**config.mk**
```make
export PLATFORM = sky130hd
export DESIGN_NAME = alu_seq
export DESIGN_NICKNAME = d
export VERILOG_FILES = /design/src/rtl/alu_seq.sv
export SDC_FILE = /design/constraint.sdc
export NUM_CORES = 1
export LEC_CHECK = 0
export BUFFER_PORTS_ARGS = -buffer_cell sky130_fd_sc_hd__buf_2
export CORE_MARGIN = 1.5
export CORE_UTILIZATION = 30
export DETAILED_ROUTE_END_ITERATION = 10
export GPL_ROUTABILITY_DRIVEN = 0
export PLACE_DENSITY = 0.47
export SLEW_MARGIN = 10
export SYNTH_ARGS = -nofsm -noshare
export SYNTH_HDL_FRONTEND = slang
export SYNTH_SLANG_ARGS = --single-unit
export TNS_END_PERCENT = 50
```
**constraint.sdc**
```tcl
create_clock -name clock -period 8.7 [get_ports clock]
set_clock_uncertainty 0.15 [all_clocks]
set_input_delay 0.435 -clock clock [delete_from_list [all_inputs] [get_ports clock]]
set_output_delay 0.435 -clock clock [all_outputs]
set_load 0.01 [all_outputs]
```
**src/rtl/alu_seq.sv**
```systemverilog
// Multi-cycle ALU: single-cycle add/sub/logic ops, iterative shifts and shift-add multiply.
// Operands are latched on accept; result and flags update only on the edge entering DONE.
//
// state | meaning
// IDLE  | waiting for start; fast ops compute here and go straight to DONE
// EXEC  | one shift or multiply step per cycle, count runs down to terminal count 1
// DONE  | done pulse; result and flags valid; back to IDLE next cycle
module alu_seq #(
   parameter int N = 8,
   localparam int SW = $clog2(N)
) (
   input  logic         clock,
   input  logic         resetn,
   input  logic         start,
   input  logic [2:0]   op,
   input  logic [N-1:0] x,
   input  logic [N-1:0] y,
   input  logic         cin,
   output logic         busy,
   output logic         done,
   output logic [N-1:0] result,
   output logic         cout,
   output logic         zero,
   output logic         neg,
   output logic         ovf
);

   localparam logic [2:0] OP_ADD = 3'b000;
   localparam logic [2:0] OP_SUB = 3'b001;
   localparam logic [2:0] OP_AND = 3'b010;
   localparam logic [2:0] OP_OR  = 3'b011;
   localparam logic [2:0] OP_XOR = 3'b100;
   localparam logic [2:0] OP_SHL = 3'b101;
   localparam logic [2:0] OP_SHR = 3'b110;
   localparam logic [2:0] OP_MUL = 3'b111;

   typedef enum logic [1:0] {IDLE, EXEC, DONE} state_t;

   state_t         state, state_nxt;
   logic [2:0]     op_q;
   logic [2*N-1:0] acc;
   logic [2*N-1:0] mcand;
   logic [N-1:0]   mplier;
   logic [SW:0]    count;

   logic           accept;
   logic           fast;
   logic           last_step;
   logic [SW-1:0]  s_amt;
   logic [N-1:0]   y_eff;
   logic [N:0]     sum;
   logic [N-1:0]   fast_res;
   logic           fast_c;
   logic           fast_v;
   logic [N-1:0]   shift_val;
   logic           shift_c;
   logic [2*N-1:0] acc_mul;
   logic [N-1:0]   exec_res;
   logic           exec_c;
   logic           exec_v;
   logic           wr_en;
   logic [N-1:0]   wr_res;
   logic           wr_c;
   logic           wr_v;

   assign s_amt     = y[SW-1:0];
   assign accept    = (state == IDLE) && start;
   assign last_step = (count == {{SW{1'b0}}, 1'b1});
   assign busy      = (state != IDLE);
   assign done      = (state == DONE);

   always_comb begin
      y_eff    = (op == OP_SUB) ? ~y : y;
      sum      = {1'b0, x} + {1'b0, y_eff} + {{N{1'b0}}, cin};
      fast_res = x;
      fast_c   = 1'b0;
      fast_v   = 1'b0;
      fast     = 1'b0;
      case (op)
         OP_ADD, OP_SUB: begin
            fast_res = sum[N-1:0];
            fast_c   = sum[N];
            fast_v   = (x[N-1] == y_eff[N-1]) && (sum[N-1] != x[N-1]);
            fast     = 1'b1;
         end
         OP_AND: begin
            fast_res = x & y;
            fast     = 1'b1;
         end
         OP_OR: begin
            fast_res = x | y;
            fast     = 1'b1;
         end
         OP_XOR: begin
            fast_res = x ^ y;
            fast     = 1'b1;
         end
         OP_SHL, OP_SHR: fast = (s_amt == '0);
         default:        fast = 1'b0;
      endcase
   end

   always_comb begin
      if (op_q == OP_SHL) begin
         shift_val = {acc[N-2:0], 1'b0};
         shift_c   = acc[N-1];
      end else begin
         shift_val = {1'b0, acc[N-1:1]};
         shift_c   = acc[0];
      end
      acc_mul = acc + (mplier[0] ? mcand : '0);
      if (op_q == OP_MUL) begin
         exec_res = acc_mul[N-1:0];
         exec_c   = |acc_mul[2*N-1:N];
         exec_v   = |acc_mul[2*N-1:N];
      end else begin
         exec_res = shift_val;
         exec_c   = shift_c;
         exec_v   = 1'b0;
      end
   end

   always_comb begin
      wr_en  = 1'b0;
      wr_res = exec_res;
      wr_c   = exec_c;
      wr_v   = exec_v;
      if (accept && fast) begin
         wr_en  = 1'b1;
         wr_res = fast_res;
         wr_c   = fast_c;
         wr_v   = fast_v;
      end else if ((state == EXEC) && last_step) begin
         wr_en  = 1'b1;
      end
   end

   always_ff @(posedge clock or negedge resetn) begin
      if (!resetn) begin
         state <= IDLE;
      end else begin
         state <= state_nxt;
      end
   end

   always_comb begin
      state_nxt = state;
      case (state)
         IDLE:    if (start) state_nxt = fast ? DONE : EXEC;
         EXEC:    if (last_step) state_nxt = DONE;
         DONE:    state_nxt = IDLE;
         default: state_nxt = IDLE;
      endcase
   end

   always_ff @(posedge clock or negedge resetn) begin
      if (!resetn) begin
         op_q   <= '0;
         acc    <= '0;
         mcand  <= '0;
         mplier <= '0;
         count  <= '0;
      end else if (accept) begin
         op_q   <= op;
         mcand  <= {{N{1'b0}}, x};
         mplier <= y;
         if (op == OP_MUL) begin
            acc   <= '0;
            count <= (SW+1)'(N);
         end else begin
            acc   <= {{N{1'b0}}, x};
            count <= {1'b0, s_amt};
         end
      end else if (state == EXEC) begin
         count <= count - 1'b1;
         if (op_q == OP_MUL) begin
            acc    <= acc_mul;
            mcand  <= mcand << 1;
            mplier <= mplier >> 1;
         end else begin
            acc    <= {{N{1'b0}}, shift_val};
         end
      end
   end

   // Status registers reset to all-zero, including zero, so nothing looks valid before the first op.
   always_ff @(posedge clock or negedge resetn) begin
      if (!resetn) begin
         result <= '0;
         cout   <= 1'b0;
         zero   <= 1'b0;
         neg    <= 1'b0;
         ovf    <= 1'b0;
      end else if (wr_en) begin
         result <= wr_res;
         cout   <= wr_c;
         zero   <= (wr_res == '0);
         neg    <= wr_res[N-1];
         ovf    <= wr_v;
      end
   end

endmodule

```
* After elaboration in Yosys (flattened, before gate mapping)
Index checks and enable logic that the tools add are counted.
Storage, ports and cells: word-level logic and storage cells 85, output and inout port bits 14, register bits 61, bits of input ports 23
Operators by class: eq/ne operators 16, bitwise operators 4, $add $sub $neg 4, mux-type cells 33, reductions and logical operators 17
Operators by type and width (number):
- 16-bit two-way mux | 7
- 8-bit two-way mux | 8
- 8-bit one-hot mux with 4 select lines | 1
- 3-bit == test, second input constant | 6
- 16-bit adder | 1
- 4-bit two-way mux | 3
- 8-bit by 8-bit adder with 9-bit output | 1
- 9-bit by 1-bit adder with 9-bit output | 1
- 1-bit two-way mux | 9
- 8-bit bitwise AND | 1
- 8-bit zero test | 1
- 8-bit inverter | 1
- 8-bit OR | 1
- 8-bit OR reduction | 1
- 8-bit bitwise XOR | 1
- 3-bit by 2-bit == test with 1-bit output, second input constant | 2
- 3-bit zero test | 2
- 2-bit two-way mux | 3
- 2-bit nonzero test | 3
- 5-bit OR reduction | 1
- 4-bit by 1-bit == test with 1-bit output, second input constant | 1
- 1-bit logical AND | 4
- 2-bit != test, second input constant | 2
- 2-bit one-hot mux with 2 select lines | 1
- 10 further kinds | 12

* Longest topological paths before layout
Gate-level depths: netlist (run 1).
word-level depth 8, mapped depth 15, mapped depth without buffers 13

* Worst setup path after synthesis (run 1)
OpenSTA, ideal clock, no wires.
kind input-to-reg, start input op[1], end register zero, library setup time 122 ps, path buffers 2, data arrival time 3629 ps, stages on the path 15, required time 8428 ps, path slack 4799 ps, cell sequence buf_2 or2_1 clkbuf_1 nor2_1 xnor2_1 fa_1 inv_1 fa_1 a211oi_1 o21bai_1 a2111oi_0 nand3b_1 a22o_1 nor4_1 a32o_1
Between the ends: longest elaborated chain between the ends 7, elaborated cells between the ends (all ways) 19, classes of those cells add/sub: 2; eq/ne: 6; mux: 5; reduce/logical: 6
RTL lines:
- start, declared | line 15 | input logic [2:0] op,
- 3-bit by 1-bit == test with 1-bit output | line 73, 79
- 8-bit two-way mux | line 73 | y_eff = (op == OP_SUB) ? ~y : y;
- 8-bit by 8-bit adder with 9-bit output | line 74 | sum = {1'b0, x} + {1'b0, y_eff} + {{N{1'b0}}, cin};
- 9-bit by 1-bit adder with 9-bit output | line 74
- 8-bit one-hot mux with 4 select lines | line 79 | case (op)
- 8-bit two-way mux | line 128 | if (accept && fast) begin
- 8-bit zero test | line 197 | zero <= (wr_res == '0);
- end signal, assigned | line 197
- end, declared | line 23 | output logic zero,
Parallel ways exist; a longest one is shown, timed or not. A chain may end at the register's enable or synchronous reset.

* Final worst setup path (run 1)
start input op[2], end register zero
The elaborated chain is that of the path after synthesis.

==> results of run 1 <==
==> sequential cells by signal, summed over array words and instances (netlist names) <==
| name | flops |
|---|---|
| mplier | 8 |
| acc | 16 |
| ovf | 1 |
| count | 4 |
| zero | 1 |
| cout | 1 |
| op_q | 3 |
| result | 8 |
| state | 2 |
| mcand | 16 |
==> path summary, 6_finish.rpt <==
check                      cells after the start         to
setup / recovery                              14       zero
hold / removal                                 2   count[2]
setup reg to reg                               9       cout
hold reg to reg                                2  result[3]
max in group asynchronous                      2  mplier[5]
min in group clock                             3  mplier[5]
==> routing by layer <==
metal,wire length [um],GRT usage,up-vias
met5,0,0,-
met3,439,0.02788,16
li1,-,-,2174
met4,172,0.04460,0
met2,6549,0.2709,71
met1,7116,0.2565,2110
==> report_power, final <==
| part | internal [mW] | leakage [nW] | switching (mW) |
|---|---|---|---|
| clock network | 0.200 | 0.135 | 0.132 |
| registers | 0.373 | 0.778 | 0.0942 |
| logic | 0.256 | 1.62 | 0.401 |
| total | 0.828 | 2.53 | 0.628 |
==> cells by family after synthesis <==
family                   Yosys count  share of synthesized area
AND/OR/NAND/NOR                  204                     0.1991
AO/OA/AOI/OAI                    193                     0.2701
buffers and inverters             69                    0.05556
flip-flops                        60                     0.3086
adder cells (fa/ha/maj)           43                     0.1152
XOR/XNOR                          19                    0.03421
multiplexers                       8                    0.01723
==> cell usage after synthesis (8+ instances only) <==
library cell and instances:
nand2_1 87, nor2_1 39, nor2b_1 10, a22oi_1 13, o22ai_1 8, a21oi_1 28, and2_1 18, o21a_1 9
nor3_1 12, dfrtp_1 60, o21ai_1 14, xnor2_1 14, a21o_1 11, clkbuf_1 26, o21ai_0 41, a211oi_1 8
ha_1 40, and3_1 8, inv_1 33, a22o_1 9
==> layout by cell type, fill, tap and decap left out, drive strengths merged, types with 11 or more instances in the layout <==
cell type,count
nor2,39
o21ai,55
nor2b,11
nand2,87
buf,41
ha,40
dfrtp,60
inv,36
nor3,12
a21oi,28
xnor2,14
a21o,11
and2,18
a22oi,13
==> final cells by class <==
type / count / area (um2) / area share
clock buffer: 10 / 239.0 / 0.04342
clock inverter: 6 / 38.79 / 0.007047
sequential: 60 / 1501 / 0.2728
multi-input combinational: 467 / 3102 / 0.5635
inverter: 36 / 135.1 / 0.02455
tap: 216 / 270.3 / 0.04910
timing repair buffer: 41 / 217.7 / 0.03955
==> stage by stage <==
stage	setup slack [ps]	instances
2_1_floorplan	4799	596
3_3_place_gp	4449	820
3_5_place_dp	4310	820
4_1_cts	4628	836
5_1_grt	4373	836
6_report	4584	836
==> results.tsv, run 1 <==
stage	metric	value	unit
finish	area_growth	13.14	%
timing	report.final.slew_viol_count	0	
timing	period_share	0.4731	
timing	finalSetupViolCount	0	
place	hpwl	10.95	mm
pwr	p_leak	2.533	nW
setup_path	crit_required	8770	ps
setup_path	path_delay_family	simple AND/OR/NAND/NOR gates	
timing	holdWs	110.0	ps
synth	yosysTopAreaCell	dfrtp_1	
worst_hold_path	hp-class	input pin to async pin	
routing	drcViolationCount	0	
grt	grt_first_pass_wirelength	22.98	mm
setup_path	cpMostUsedCell	fa_1	
synth	synthTopCellsByArea	dfrtp_1 31%, ha_1 10%, nand2_1 6.7%	
synth	synth_seq_area_share	0.3086	
setup_path	worstPathCellList	buf_2, or2_1, nor2_1, xnor2_1, fa_1, inv_1, fa_1, a211oi_1, o21bai_1, a2111oi_0, nand3b_1, a22o_1, nor4_1, a32o_1	
setup_path	end_kind	flop	
floorplan	coreArea	0.01589	mm2
timing	tightest_slew	859.5	ps
synth	synth-async-reset-ratio	1.000	
clock_network	clk_transition_reported_paths	50	ps
finish	final_cell_area	0.005504	mm2
timing	fmax	0.2429	GHz
setup_path	reg2reg_slack	5320	ps
clock_network	clkLatencyLatePin	330	ps
finish	diodes	0	
setup_path	critPathMaxStageDelay	640	ps
pwr	total_power	1.456	mW
finish	layout-drive-gt1-share	0.1145	
timing	timing.setup.tns	0	ps
clock_network	cts_hold_buffers	0	
routing	firstDrtPassIters	5	
routing	dr.first_iter.drc_count	288	
setup_path	cp_max_fo	24	
routing	vias	4371	
synth	synth_edf_count	0	
synth	syn_area	0.004865	mm2
setup_path	crit_type	input pin to flop	
timing	finalHoldViolations	0	
setup_path	cp.arrival	4180	ps
timing	period_needed	4116	ps
pwr	powerDensity	264.4	mW/mm2
synth	ys_types	67	
routing	vias_per_cell	5.228	
grt	grt_pass1_vias	4142	
timing	rsz0062_at_grt	no	
clock_network	post_cts_buffers	0	
flow_run	drv_cap	0	
floorplan	initial_core_util	0.3062	
grt	grt_max_degree	61	
clock_network	htreeDepth	3	
floorplan	pin_count	37	
setup_path	rr_startpoint	mplier[0]	
routing	wirelength	14.28	mm
synth	yosys.area.top_type_share	0.3086	
floorplan	die-width	130.3	um
synth	ys.flop_type	dfrtp_1	
clock_network	ctsResizeCount	0	
clock_network	cts-root-buf	clkbuf_16	
routing	drtAntennaViolNets	0	
setup_path	path_buf_inv	2	
outcome	outcome	finished, final reports clean	
synth	ys_ff_latch	60	
setup_path	crit_slowest_cell	nor2_1	
synth	synth_cells	596	
floorplan	rows	46	
clock_network	cts_buffer_depth	2	
grt	grtUsageTotal	0.1760	
grt	antenna_found_initial	0	
clock_network	cts_buffers	9	
synth	postSynthAreaPerCell	8.162	um2
finish	post-route-util	0.3465	
place	io_buffers	36	
timing	relSlewSlack	0.4256	
setup_path	crit_path_start	op[2]	
grt	globalRoute.totalOverflow	0	
clock_network	clock_sinks	60	
finish	nNetsFinal	681	
floorplan	die_y	130.3	um
pwr	vdd_drop_max	0.0001316	V
clock_network	cts_tree	yes	
place	placed_area	0.005226	mm2
setup_path	start_kind	input pin	
synth	yosysWarningCount	0	
floorplan	die_area	0.01699	mm2
finish	fill_cells	1719	
routing	drt-wirelength-per-cell	17.08	um
synth	synth_nets	662	
Note: power is estimated with default switching activity, not from simulation.
==> run 2, diff against run 1 <==
- clock period: 8.7 -> 4.2 ns (I/O delays scaled with it)
==> results.tsv, run 2 (synthesis results as in run 1) <==
stage	metric	value	unit	change
finish	layout-drive-gt1-share	0.1154		was 0.1145
setup_path	critPathMaxStageDelay	440	ps	was 640 ps
finish	area_growth	15.87	%	was 13.14%
setup_path	cp_max_fo	18		was 24
finish	diodes	0		unchanged
finish	final_cell_mix	87 x nand2_1, 60 x dfrtp_1, 41 x o21ai_0, 40 x ha_1, 38 x nor2_1		unchanged
clock_network	cts_buffers	9		unchanged
place	io_buffers	36		unchanged
timing	fmax	0.2941	GHz	
timing	finalHoldViolations	0		unchanged
clock_network	cts_buffer_depth	2		unchanged
pwr	powerDensity	577.2	mW/mm2	was 264.4 mW/mm2
timing	tightest_slew	885.5	ps	was 859.5 ps
grt	grtUsageTotal	0.1729		was 0.1760
timing	holdWs	15.64	ps	was 110.0 ps
pwr	vdd_drop_max	0.0002663	V	was 0.0001316 V
setup_path	path_delay_family	compound AO/OA/AOI/OAI gates		was simple AND/OR/NAND/NOR gates
setup_path	crit_required	4260	ps	was 8770 ps
timing	rsz0062_at_grt	no		unchanged
place	dp.cells	821		was 820
clock_network	clkLatencyLatePin	330	ps	about the same
clock_network	htreeDepth	3		unchanged
routing	drt-wirelength-per-cell	16.78	um	was 17.08 um
finish	final_cell_area	0.005637	mm2	was 0.005504 mm2
clock_network	clock_sinks	60		unchanged
timing	report.final.slew_viol_count	0		unchanged
routing	wirelength	14.10	mm	was 14.28 mm
timing	timing.setup.tns	0	ps	unchanged
timing	period_needed	3400	ps	
clock_network	cts_hold_buffers	3		was 0
finish	final_common_cell	nand2_1		unchanged
grt	grt_first_pass_wirelength	22.74	mm	was 22.98 mm
floorplan	die_y	130.3	um	unchanged
pwr	p_leak	2.600	nW	was 2.533 nW
floorplan	die-width	130.3	um	unchanged
finish	fill_cells	1702		was 1719
finish	final_cells	840		was 836
floorplan	rows	46		unchanged
worst_hold_path	hp-class	input pin to flop		was input pin to async pin
floorplan	die_area	0.01699	mm2	unchanged
pwr	total_power	3.253	mW	was 1.456 mW
grt	grt_max_degree	46		was 61
setup_path	crit_type	input pin to flop		unchanged
place	hpwl	10.88	mm	was 10.95 mm
clock_network	cts_tree	yes		unchanged
routing	vias	4352		was 4371
place	placed_area	0.005234	mm2	was 0.005226 mm2
floorplan	pin_count	37		unchanged
floorplan	coreArea	0.01589	mm2	unchanged
setup_path	end_kind	flop		unchanged
setup_path	crit_slowest_cell	fa_1		was nor2_1
routing	firstDrtPassIters	4		was 5
grt	antenna_found_initial	0		unchanged
setup_path	worstPathCellList	buf_2, or2_1, nor2_1, xnor2_1, fa_1, inv_1, fa_1, a211oi_1, o21bai_1, a2111oi_0, nand3b_1, a22o_1, nor4_1, a32o_1		unchanged
routing	drcViolationCount	0		unchanged
clock_network	clk_transition_reported_paths	50	ps	about the same
grt	grt_pass1_vias	4246		was 4142
setup_path	cp.depth	14		unchanged
timing	relSlewSlack	0.4075		was 0.4256
setup_path	cp.arrival	3460	ps	was 4180 ps
setup_path	path_buf_inv	2		unchanged
timing	finalSetupViolCount	0		unchanged
setup_path	cpMostUsedCell	fa_1		unchanged
flow_run	drv_cap	0		unchanged
worst_hold_path	whs_path_depth	3		
finish	nNetsFinal	685		was 681
routing	dr.first_iter.drc_count	369		was 288
clock_network	ctsResizeCount	0		unchanged
timing	period_share	0.8095		
routing	drtAntennaViolNets	0		unchanged
routing	vias_per_cell	5.181		was 5.228
setup_path	start_kind	input pin		unchanged
clock_network	post_cts_buffers	0		unchanged
clock_network	cts-root-buf	clkbuf_16		unchanged
setup_path	worstRegToRegCells	9		unchanged
grt	globalRoute.totalOverflow	0		unchanged
outcome	outcome	finished, final reports clean		unchanged
finish	reg.largest.list	acc: 16 flops, mcand: 16 flops		unchanged
floorplan	initial_core_util	0.3062		unchanged
run 2: where the power goes:
part,switching (mW),internal [mW],total (mW)
clock,0.275,0.657,0.932
combinational,0.836,0.527,1.36
sequential,0.186,0.772,0.958
total,1.30,1.96,3.25
run 2: worst paths after layout:
| kind | slack (ps) | endpoint | startpoint |
|---|---|---|---|
| setup / recovery | 800 | zero | op[1] |
| hold / removal | 20 | mplier[6] | y[6] |
| setup reg to reg | 940 | cout | mplier[0] |
| hold reg to reg | 320 | mplier[4] | mplier[4] |
| max in group asynchronous | 2770 | mcand[15] | resetn |
| min in group asynchronous | 190 | count[2] | resetn |
run 2: final cells by class:
type / instances / area, um2 / share of cell area
clock buffer: 10 / 239.0 / 0.04240
clock inverter: 6 / 133.9 / 0.02375
inverter: 36 / 135.1 / 0.02397
multi-input combinational: 467 / 3102 / 0.5503
sequential: 60 / 1501 / 0.2664
tap: 216 / 270.3 / 0.04795
timing repair buffer: 45 / 255.2 / 0.04528
run 2: through the flow:
| step | setup WS [ps] | util |
|---|---|---|
| global placement | 657.3 | 0.3295 |
| detailed placement | 537.7 | 0.3295 |
| finish | 800.2 | 0.3548 |
| global route | 448.0 | 0.3548 |
| CTS | 856.4 | 0.3548 |
| floorplan | 524.3 | - |
run 2: worst min-delay path: stages:
cell	delay, ps
buf_2	110
a22oi_1	80
nand2_1	60
run 2: routing by layer:
metal | track usage | routed length (um)
met1 | 0.2472 | 7028
met2 | 0.2728 | 6529
met3 | 0.02296 | 439
met4 | 0.04913 | 97
met5 | 0 | 0
